## src/rtl/forwarding_scoreboard.sv

```systemverilog
// Hazard-detection and forwarding-control unit for an in-order MIPS pipeline.
// Tracks the destinations of the last DEPTH issued instructions (slot 1 = EXE ... slot DEPTH = WB).
module forwarding_scoreboard #(
  parameter int DEPTH    = 3,
  parameter int REG_AW   = 5,
  parameter int SEL_W    = 2,
  parameter int ALU_RDY  = 2,
  parameter int LOAD_RDY = 3,
  parameter int CNT_W    = 16
) (
  input  logic              CLK,
  input  logic              RESET_N,
  input  logic              id_valid,
  input  logic [REG_AW-1:0] id_rs,
  input  logic              id_rs_used,
  input  logic [REG_AW-1:0] id_rt,
  input  logic              id_rt_used,
  input  logic [REG_AW-1:0] id_dest,
  input  logic              id_reg_write,
  input  logic              id_load,
  input  logic              id_branch,
  input  logic              flush,
  input  logic              stall_ext,
  output logic              hazard_stall,
  output logic [SEL_W-1:0]  id_a_sel,
  output logic [SEL_W-1:0]  id_b_sel,
  output logic [SEL_W-1:0]  exe_a_sel,
  output logic [SEL_W-1:0]  exe_b_sel,
  output logic [CNT_W-1:0]  stall_count
);

  logic [DEPTH:1]    v_q, v_d;
  logic [DEPTH:1]    ld_q, ld_d;
  logic [REG_AW-1:0] dest_q [1:DEPTH];
  logic [REG_AW-1:0] dest_d [1:DEPTH];
  logic [SEL_W-1:0]  exe_a_sel_q, exe_a_sel_d;
  logic [SEL_W-1:0]  exe_b_sel_q, exe_b_sel_d;
  logic [CNT_W-1:0]  stall_count_q, stall_count_d;

  logic [DEPTH:1]    a_hit, b_hit;
  logic [SEL_W-1:0]  a_slot, b_slot;
  logic              a_ld, b_ld;
  logic              a_hz, b_hz;
  logic              issue;

  genvar gi;
  for (gi = 1; gi <= DEPTH; gi++) begin : g_match
    assign a_hit[gi] = v_q[gi] && (dest_q[gi] == id_rs) && id_rs_used;
    assign b_hit[gi] = v_q[gi] && (dest_q[gi] == id_rt) && id_rt_used;
  end

  function automatic logic ready_at(input int pos, input logic is_load);
    return pos >= (is_load ? LOAD_RDY : ALU_RDY);
  endfunction

  // Branches consume operands now; everything else needs them one slot later, in EXE.
  function automatic logic op_hazard(input logic [SEL_W-1:0] slot, input logic is_load,
                                     input logic branch);
    int k;
    k = int'(slot);
    if (k == 0) return 1'b0;
    if (branch) return !ready_at(k, is_load);
    return (k < DEPTH) && !ready_at(k + 1, is_load);
  endfunction

  function automatic logic [SEL_W-1:0] exe_fwd(input logic [SEL_W-1:0] slot);
    int k;
    k = int'(slot);
    return (k != 0 && k < DEPTH) ? SEL_W'(k + 1) : '0;
  endfunction

  // Scan oldest to youngest so the youngest match is the one left standing.
  always_comb begin
    a_slot = '0;
    a_ld   = 1'b0;
    b_slot = '0;
    b_ld   = 1'b0;
    for (int k = DEPTH; k >= 1; k--) begin
      if (a_hit[k]) begin
        a_slot = SEL_W'(k);
        a_ld   = ld_q[k];
      end
      if (b_hit[k]) begin
        b_slot = SEL_W'(k);
        b_ld   = ld_q[k];
      end
    end
  end

  assign a_hz         = op_hazard(a_slot, a_ld, id_branch);
  assign b_hz         = op_hazard(b_slot, b_ld, id_branch);
  assign hazard_stall = id_valid && !flush && (a_hz || b_hz);
  assign issue        = id_valid && !flush && !hazard_stall;
  assign id_a_sel     = id_branch ? a_slot : '0;
  assign id_b_sel     = id_branch ? b_slot : '0;

  always_comb begin
    v_d           = v_q;
    ld_d          = ld_q;
    dest_d        = dest_q;
    exe_a_sel_d   = exe_a_sel_q;
    exe_b_sel_d   = exe_b_sel_q;
    stall_count_d = stall_count_q;
    if (!stall_ext) begin
      for (int k = DEPTH; k >= 2; k--) begin
        v_d[k]    = v_q[k-1];
        ld_d[k]   = ld_q[k-1];
        dest_d[k] = dest_q[k-1];
      end
      v_d[1]      = issue && id_reg_write && (id_dest != '0);
      ld_d[1]     = id_load;
      dest_d[1]   = id_dest;
      exe_a_sel_d = issue ? exe_fwd(a_slot) : '0;
      exe_b_sel_d = issue ? exe_fwd(b_slot) : '0;
      if (hazard_stall && (stall_count_q != '1)) begin
        stall_count_d = stall_count_q + CNT_W'(1);
      end
    end
  end

  always_ff @(posedge CLK or negedge RESET_N) begin
    if (!RESET_N) begin
      v_q           <= '0;
      ld_q          <= '0;
      for (int k = 1; k <= DEPTH; k++) dest_q[k] <= '0;
      exe_a_sel_q   <= '0;
      exe_b_sel_q   <= '0;
      stall_count_q <= '0;
    end else begin
      v_q           <= v_d;
      ld_q          <= ld_d;
      dest_q        <= dest_d;
      exe_a_sel_q   <= exe_a_sel_d;
      exe_b_sel_q   <= exe_b_sel_d;
      stall_count_q <= stall_count_d;
    end
  end

  assign exe_a_sel   = exe_a_sel_q;
  assign exe_b_sel   = exe_b_sel_q;
  assign stall_count = stall_count_q;

endmodule

```

## config.mk

```make
export PLATFORM = sky130hd
export DESIGN_NAME = forwarding_scoreboard
export DESIGN_NICKNAME = d
export VERILOG_FILES = /design/src/rtl/forwarding_scoreboard.sv
export SDC_FILE = /design/constraint.sdc
export NUM_CORES = 1
export LEC_CHECK = 0
export CAP_MARGIN = 15
export CORE_MARGIN = 2
export CORE_UTILIZATION = 51
export DETAILED_ROUTE_END_ITERATION = 16
export PLACE_DENSITY = 0.79
export SETUP_SLACK_MARGIN = 0.2
export SLEW_MARGIN = 5
export SYNTH_ARGS = -nofsm -noshare
export SYNTH_HDL_FRONTEND = slang
export SYNTH_SLANG_ARGS = --single-unit
```

## constraint.sdc

```tcl
create_clock -name CLK -period 4.69 [get_ports CLK]
set_input_delay 0.938 -clock CLK [delete_from_list [all_inputs] [get_ports CLK]]
set_output_delay 0.938 -clock CLK [all_outputs]
set_load 0.02 [all_outputs]
```

==> Word level (Yosys, flattened, before mapping) <==
Cells that the tools add are included.
{ "totals": {"register_bits": 41, "out_inout_bits": 25, "elab_cells": 93, "in_bits": 25} }
{ "classes": {"reduce_logical": 35, "n_eq_ne": 7, "order_cmp": 6, "addsub": 3, "n_bitwise": 1, "mux": 33} }
{ "op_table": {"columns": ["op", "count"], "rows": [
  ["3-bit by 32-bit >= comparator with 1-bit output", 2],
  ["32-bit by 3-bit >= comparator with 1-bit output", 2],
  ["5-bit == test", 6],
  ["2-bit 2-to-1 mux", 12],
  ["1-bit logical AND", 22],
  ["1-bit 2-to-1 mux", 21],
  ["16-bit by 1-bit adder with 16-bit output, second input constant", 1],
  ["16-bit inequality test, second input constant", 1],
  ["2-bit by 1-bit adder with 3-bit output, second input constant", 2],
  ["1-bit logical NOT", 6],
  ["5-bit nonzero test", 1],
  ["2-bit logical NOT", 2],
  ["2-bit less-than comparator, second input constant", 2],
  ["2-bit nonzero test", 2],
  ["2-bit AND reduction", 1],
  ["1-bit logical OR", 1],
  ["1-bit NOT", 1]
]} }

==> Longest topological paths before layout <==
Gate-level depths: netlist (run 1).
{ "depth": {"word_depth": 18, "mapped_depth": 16, "mapped_depth_nobuf": 15} }

==> Least setup slack after synthesis (run 1) <==
OpenSTA, ideal clock, no wires.
{ "synth_timing": {"path_type": "input -> output", "start": "input port id_rs[4]", "end": "output port hazard_stall", "cell_stages": 12, "t_arrival_ps": 3273, "path_buffers": 0, "t_required_ps": 3752, "setup_slack_ps": 479, "path_cell_list": "xor2_1 > nor4_1 > nand4_1 > o31a_1 > a21oi_1 > ha_1 > nand2b_1 > a21oi_1 > nor2_1 > a311oi_4 > nor2_1 > nor2_1"} }
{ "synth_between": {"elab_chain_len": 14, "word_cells_on_any_way": 30, "cone_classes": "1 x add/sub; 3 x order compare; 3 x eq/ne; 11 x mux; 12 x reduce/logical"} }
{ "synth_lines": {"columns": ["element", "line", "source"], "rows": [
  ["from (decl)", "14", "input logic [REG_AW-1:0] id_rs,"],
  ["5-bit == test", "48", "assign a_hit[gi] = v_q[gi] && (dest_q[gi] == id_rs) && id_rs_used;"],
  ["1-bit logical AND (2 in series)", "48", null],
  ["2-bit 2-to-1 mux or 1-bit 2-to-1 mux (tied branches) (3 in series)", "79", "if (a_hit[k]) begin"],
  ["2-bit by 1-bit adder with 3-bit output or 1-bit 2-to-1 mux (tied branches)", null, null],
  ["32-bit by 3-bit >= comparator with 1-bit output or 3-bit by 32-bit >= comparator with 1-bit output (tied branches)", "53", "return pos >= (is_load ? LOAD_RDY : ALU_RDY);"],
  ["1-bit logical NOT (on tied branches)", "63, 62", null],
  ["1-bit logical AND or 1-bit 2-to-1 mux (tied branches)", "63, 62", null],
  ["1-bit 2-to-1 mux", "63", "return (k < DEPTH) && !ready_at(k + 1, is_load);"],
  ["1-bit 2-to-1 mux (*)", "62", "if (branch) return !ready_at(k, is_load);"],
  ["1-bit logical OR (*)", "92", "assign hazard_stall = id_valid && !flush && (a_hz || b_hz);"],
  ["1-bit logical AND (*)", "92", null],
  ["to (decl)", "24", "output logic hazard_stall,"]
]} }
Every way passes the cells marked *; elsewhere a longest branch is shown, timed or not.

==> Worst setup path in the final report (run 1) <==
{ "layout_timing": {"start": "input port id_rt[4]", "end": "output port hazard_stall"} }
{ "layout_between": {"elab_chain_len": 14, "word_cells_on_any_way": 30, "cone_classes": "1 x add/sub; 3 x order compare; 3 x eq/ne; 11 x mux; 12 x reduce/logical"} }
{ "layout_lines": {"columns": ["element", "line", "source"], "rows": [
  ["from (decl)", "16", "input logic [REG_AW-1:0] id_rt,"],
  ["5-bit == test", "49", "assign b_hit[gi] = v_q[gi] && (dest_q[gi] == id_rt) && id_rt_used;"],
  ["1-bit logical AND (2 in series)", "49", null],
  ["2-bit 2-to-1 mux or 1-bit 2-to-1 mux (tied branches) (3 in series)", "83", "if (b_hit[k]) begin"],
  ["2-bit by 1-bit adder with 3-bit output or 1-bit 2-to-1 mux (tied branches)", null, null],
  ["32-bit by 3-bit >= comparator with 1-bit output or 3-bit by 32-bit >= comparator with 1-bit output (tied branches)", "53", null],
  ["1-bit logical NOT (on tied branches)", "63, 62", null],
  ["1-bit logical AND or 1-bit 2-to-1 mux (tied branches)", "63, 62", null],
  ["1-bit 2-to-1 mux", "63", null],
  ["1-bit 2-to-1 mux (*)", "62", null],
  ["1-bit logical OR (*)", "92", null],
  ["1-bit logical AND (*)", "92", null]
]} }
Marks and branches as above.

==> flow_metrics.tcl, run 1 <==
set metrics [dict create \
    cp_cell_sequence "clkdlybuf4s15_1 > xor2_1 > nor4_2 > nand4_1 > o31a_1 > a21oi_2 > ha_1 > nand2b_4 > a21oi_4 > nor2_2 > a311oi_4 > nor2_1 > nor2_1 > buf_4" \
    fillCellCount 353 \
    syn_nets 247 \
    drt_first_pass_iters 4 \
    clock_path_buffers 2 \
    criticalPathCategory "in -> out" \
    dp_hpwl_mm 3.75 \
    dp_cells 335 \
    cts.sinks 41 \
    drt_iter0_markers 62 \
    area_growth_pct 35.5 \
    syn_avg_cell_area_um2 11.6 \
    synth_top_area_share_pct 41.9 \
    cp-startpoint "id_rt[4]" \
    pwr-share-comb_pct 17.7 \
    grt_usage_pct 21.5 \
    grt_max_degree 42 \
    critPathSlowestCell "a311oi_4" \
    setup_violations 0 \
    tns_ps 0 \
    routed_wirelength_mm 5.62 \
    whs_path_depth 1 \
    cts_max_level 2 \
    pwr-share-seq_pct 52.5 \
    rows 25 \
    arrival_ps 3460 \
    syn_area_mm2 0.00245 \
    clockPowerShare_pct 29.7 \
    grt_pass1_vias 1869 \
    p_leak_nw 1.49 \
    cp-start-kind "primary input" \
    mostFrequentLayoutCell "dfrtp_1" \
    fin_util_pct 70.8 \
    max_freq_mhz 227 \
    fin_crit_ps 4400 \
    layout_common_cells "dfrtp_1, clkdlybuf4s50_1, buf_4" \
    gr-total-overflow 0 \
    die_area_mm2 0.00538 \
    p_per_area_mw_per_mm2 238 \
    fin_area_mm2 0.00332 \
    cts_tree "done" \
    vias 1902 \
    p_total_mw 0.791 \
    worst_slew_pin_slew_ps 924 \
    p_int_mw 0.560 \
    endpoint_kind "primary output" \
    synth-seq-cells 41 \
    instances_no_fill 353 \
    grt_pass1_wl_mm 8.98 \
    die_h_um 73.3 \
    ios 50 \
    ir_drop_v 0.000209 \
    place.gp.congestion 0.843 \
    ant_nets 0 \
    hold_viol_final 0 \
    holdPathEnd "stall_count[15]" \
    cts-buffers-inserted 5 \
    root_buffer "clkbuf_8" \
    worstReg2RegStart "dest_q[7]" \
    wl_per_cell_um 15.9 \
    nets 334 \
    via_per_inst 5.39 \
    hp-class "reg -> reg" \
    clkTransAtPathRegs_ps 80 \
    start_util_pct 52.2 \
    antenna_found_initial 0 \
    fin_crit_sh_pct 93.8 \
    drcViolationCount 0 \
    synth_cell_types 36 \
    clk_latency_ps 300 \
    skew_ps 5.40 \
    synth_area_leader_cell "dfrtp_1" \
    hold_start "stall_count[15]" \
    post_dp_cell_area_mm2 0.00316 \
    crit_top_cell "nor2_1" \
    fp.dieW_um 73.3 \
    synth_area_leaders "dfrtp_1, mux2_2, xor2_1" \
    ys_seq_area_share_pct 41.9 \
    swShare_pct 29.2 \
    yosys_warnings 0 \
    rrSetupSlack_ps 1070 \
    finalMaxSlewViolations 0 \
    synthCells 211 \
    switchingPower_mw 0.231 \
    core-area_mm2 0.00469 \
    io_buffer_count 49 \
    crit_path_max_fanout 3 \
    diodes 0 \
    drive_gt1_share_pct 34.8 \
    outcome "finished, final reports clean" \
    r2r_end "stall_count[1]" \
    rsz0062_at_grt "no" \
    cap_viol_max_count 0 \
    cp_slowest_stage_delay_ps 300 \
    cp.required_ps 3750 \
    ff2ff_path_depth 17 \
    max-slew-margin-rel_pct 38.4 \
]
## per-layer routing
layer | wire length [um] | share of wire (%) | global-route usage [%]
met4 | 74 | 1.3 | 6.06
met3 | 268 | 4.8 | 3.98
met1 | 2490 | 44 | 28.8
met2 | 2790 | 50 | 35.6
met5 | 0 | 0 | 0
## critical path: cells and delay by family
family | cells | cell delay [ps]
AO/OA/AOI/OAI | 4 | 860
XOR/XNOR | 1 | 190
adder cells (fa/ha/maj) | 1 | 270
buffers and inverters | 2 | 380
AND/OR/NAND/NOR | 6 | 810
## cell usage after synthesis, drive strengths merged
cell type / count
a32o: 1
buf: 1
and2: 4
nand4: 14
or2b: 1
nand2b: 2
nor2: 10
and4: 2
ha: 11
inv: 7
nand2: 15
a311oi: 2
xor2: 26
nor4: 7
nor3: 2
a21oi: 4
dfrtp: 41
o211a: 1
nand3: 2
o31a: 2
a21boi: 2
and2b: 1
and3: 4
o21ai: 2
a22o: 4
clkbuf: 3
mux2: 21
xnor2: 19
## worst max-delay path by stage
stage / endpoint / slack, ps
after global placement: hazard_stall / -550
after CTS: hazard_stall / 200
after global routing: hazard_stall / 150
final: hazard_stall / 290
after floorplan: hazard_stall / 480
after detailed placement: hazard_stall / -550
## per-stage QoR
stage / hold WS [ps] / setup slack, ps
5_1_grt: 529 / 150
4_1_cts: 506 / 202
6_report: 498 / 293
2_1_floorplan: 479 / 479
3_5_place_dp: 490 / -547
3_3_place_gp: 486 / -551
## layout make-up
class | count | area [um2] | area share (%)
inverters | 7 | 26.3 | 0.791
well taps | 54 | 67.6 | 2.03
clock buffers | 5 | 68.8 | 2.07
multi-input cells | 159 | 1410 | 42.6
repair buffers | 84 | 701 | 21.1
flip-flops and latches | 41 | 1030 | 30.9
clock inverters | 3 | 17.5 | 0.528
## registers in the layout, indices dropped and copies added, names as in the netlist
name / count
ld_q: 3
exe_a_sel: 2
exe_b_sel: 2
dest_q: 15
v_q: 3
stall_count: 16
## cell families after synthesis
| family | after synthesis | share of synthesized area (%) |
|---|---|---|
| muxes | 21 | 9.65 |
| AOI/OAI and AO/OA | 18 | 8.17 |
| adders and majority gates | 11 | 5.62 |
| DFF | 41 | 41.9 |
| buffers and inverters | 11 | 2.55 |
| xor gates and xnor gates | 45 | 16.4 |
| and+or+nand+nor | 64 | 15.8 |
## power by group through the flow
stage | Combinational [mW] | Clock (mW) | Sequential, mW
after global routing | 0.153 | 0.256 | 0.421
after detailed placement | 0.136 | 0 | 0.422
final | 0.140 | 0.235 | 0.416
after CTS | 0.136 | 0.238 | 0.415
after floorplan | 0.0765 | 0 | 0.415
after global placement | 0.133 | 0 | 0.420
## timing repair
item	in CTS	in global routing
gates cloned	0	0
setup endpoints to repair	1	1
buffers inserted	6	4
resized for setup	19	30
pin swaps	14	25
hold buffers	0	0
(Power assumes the default switching activity.)
==> run 2: changes to the inputs <==
Settings changed: CAP_MARGIN 15 to 20.
==> results of run 2 <==
Final layout, timing and power as in run 1 (identical DEF).
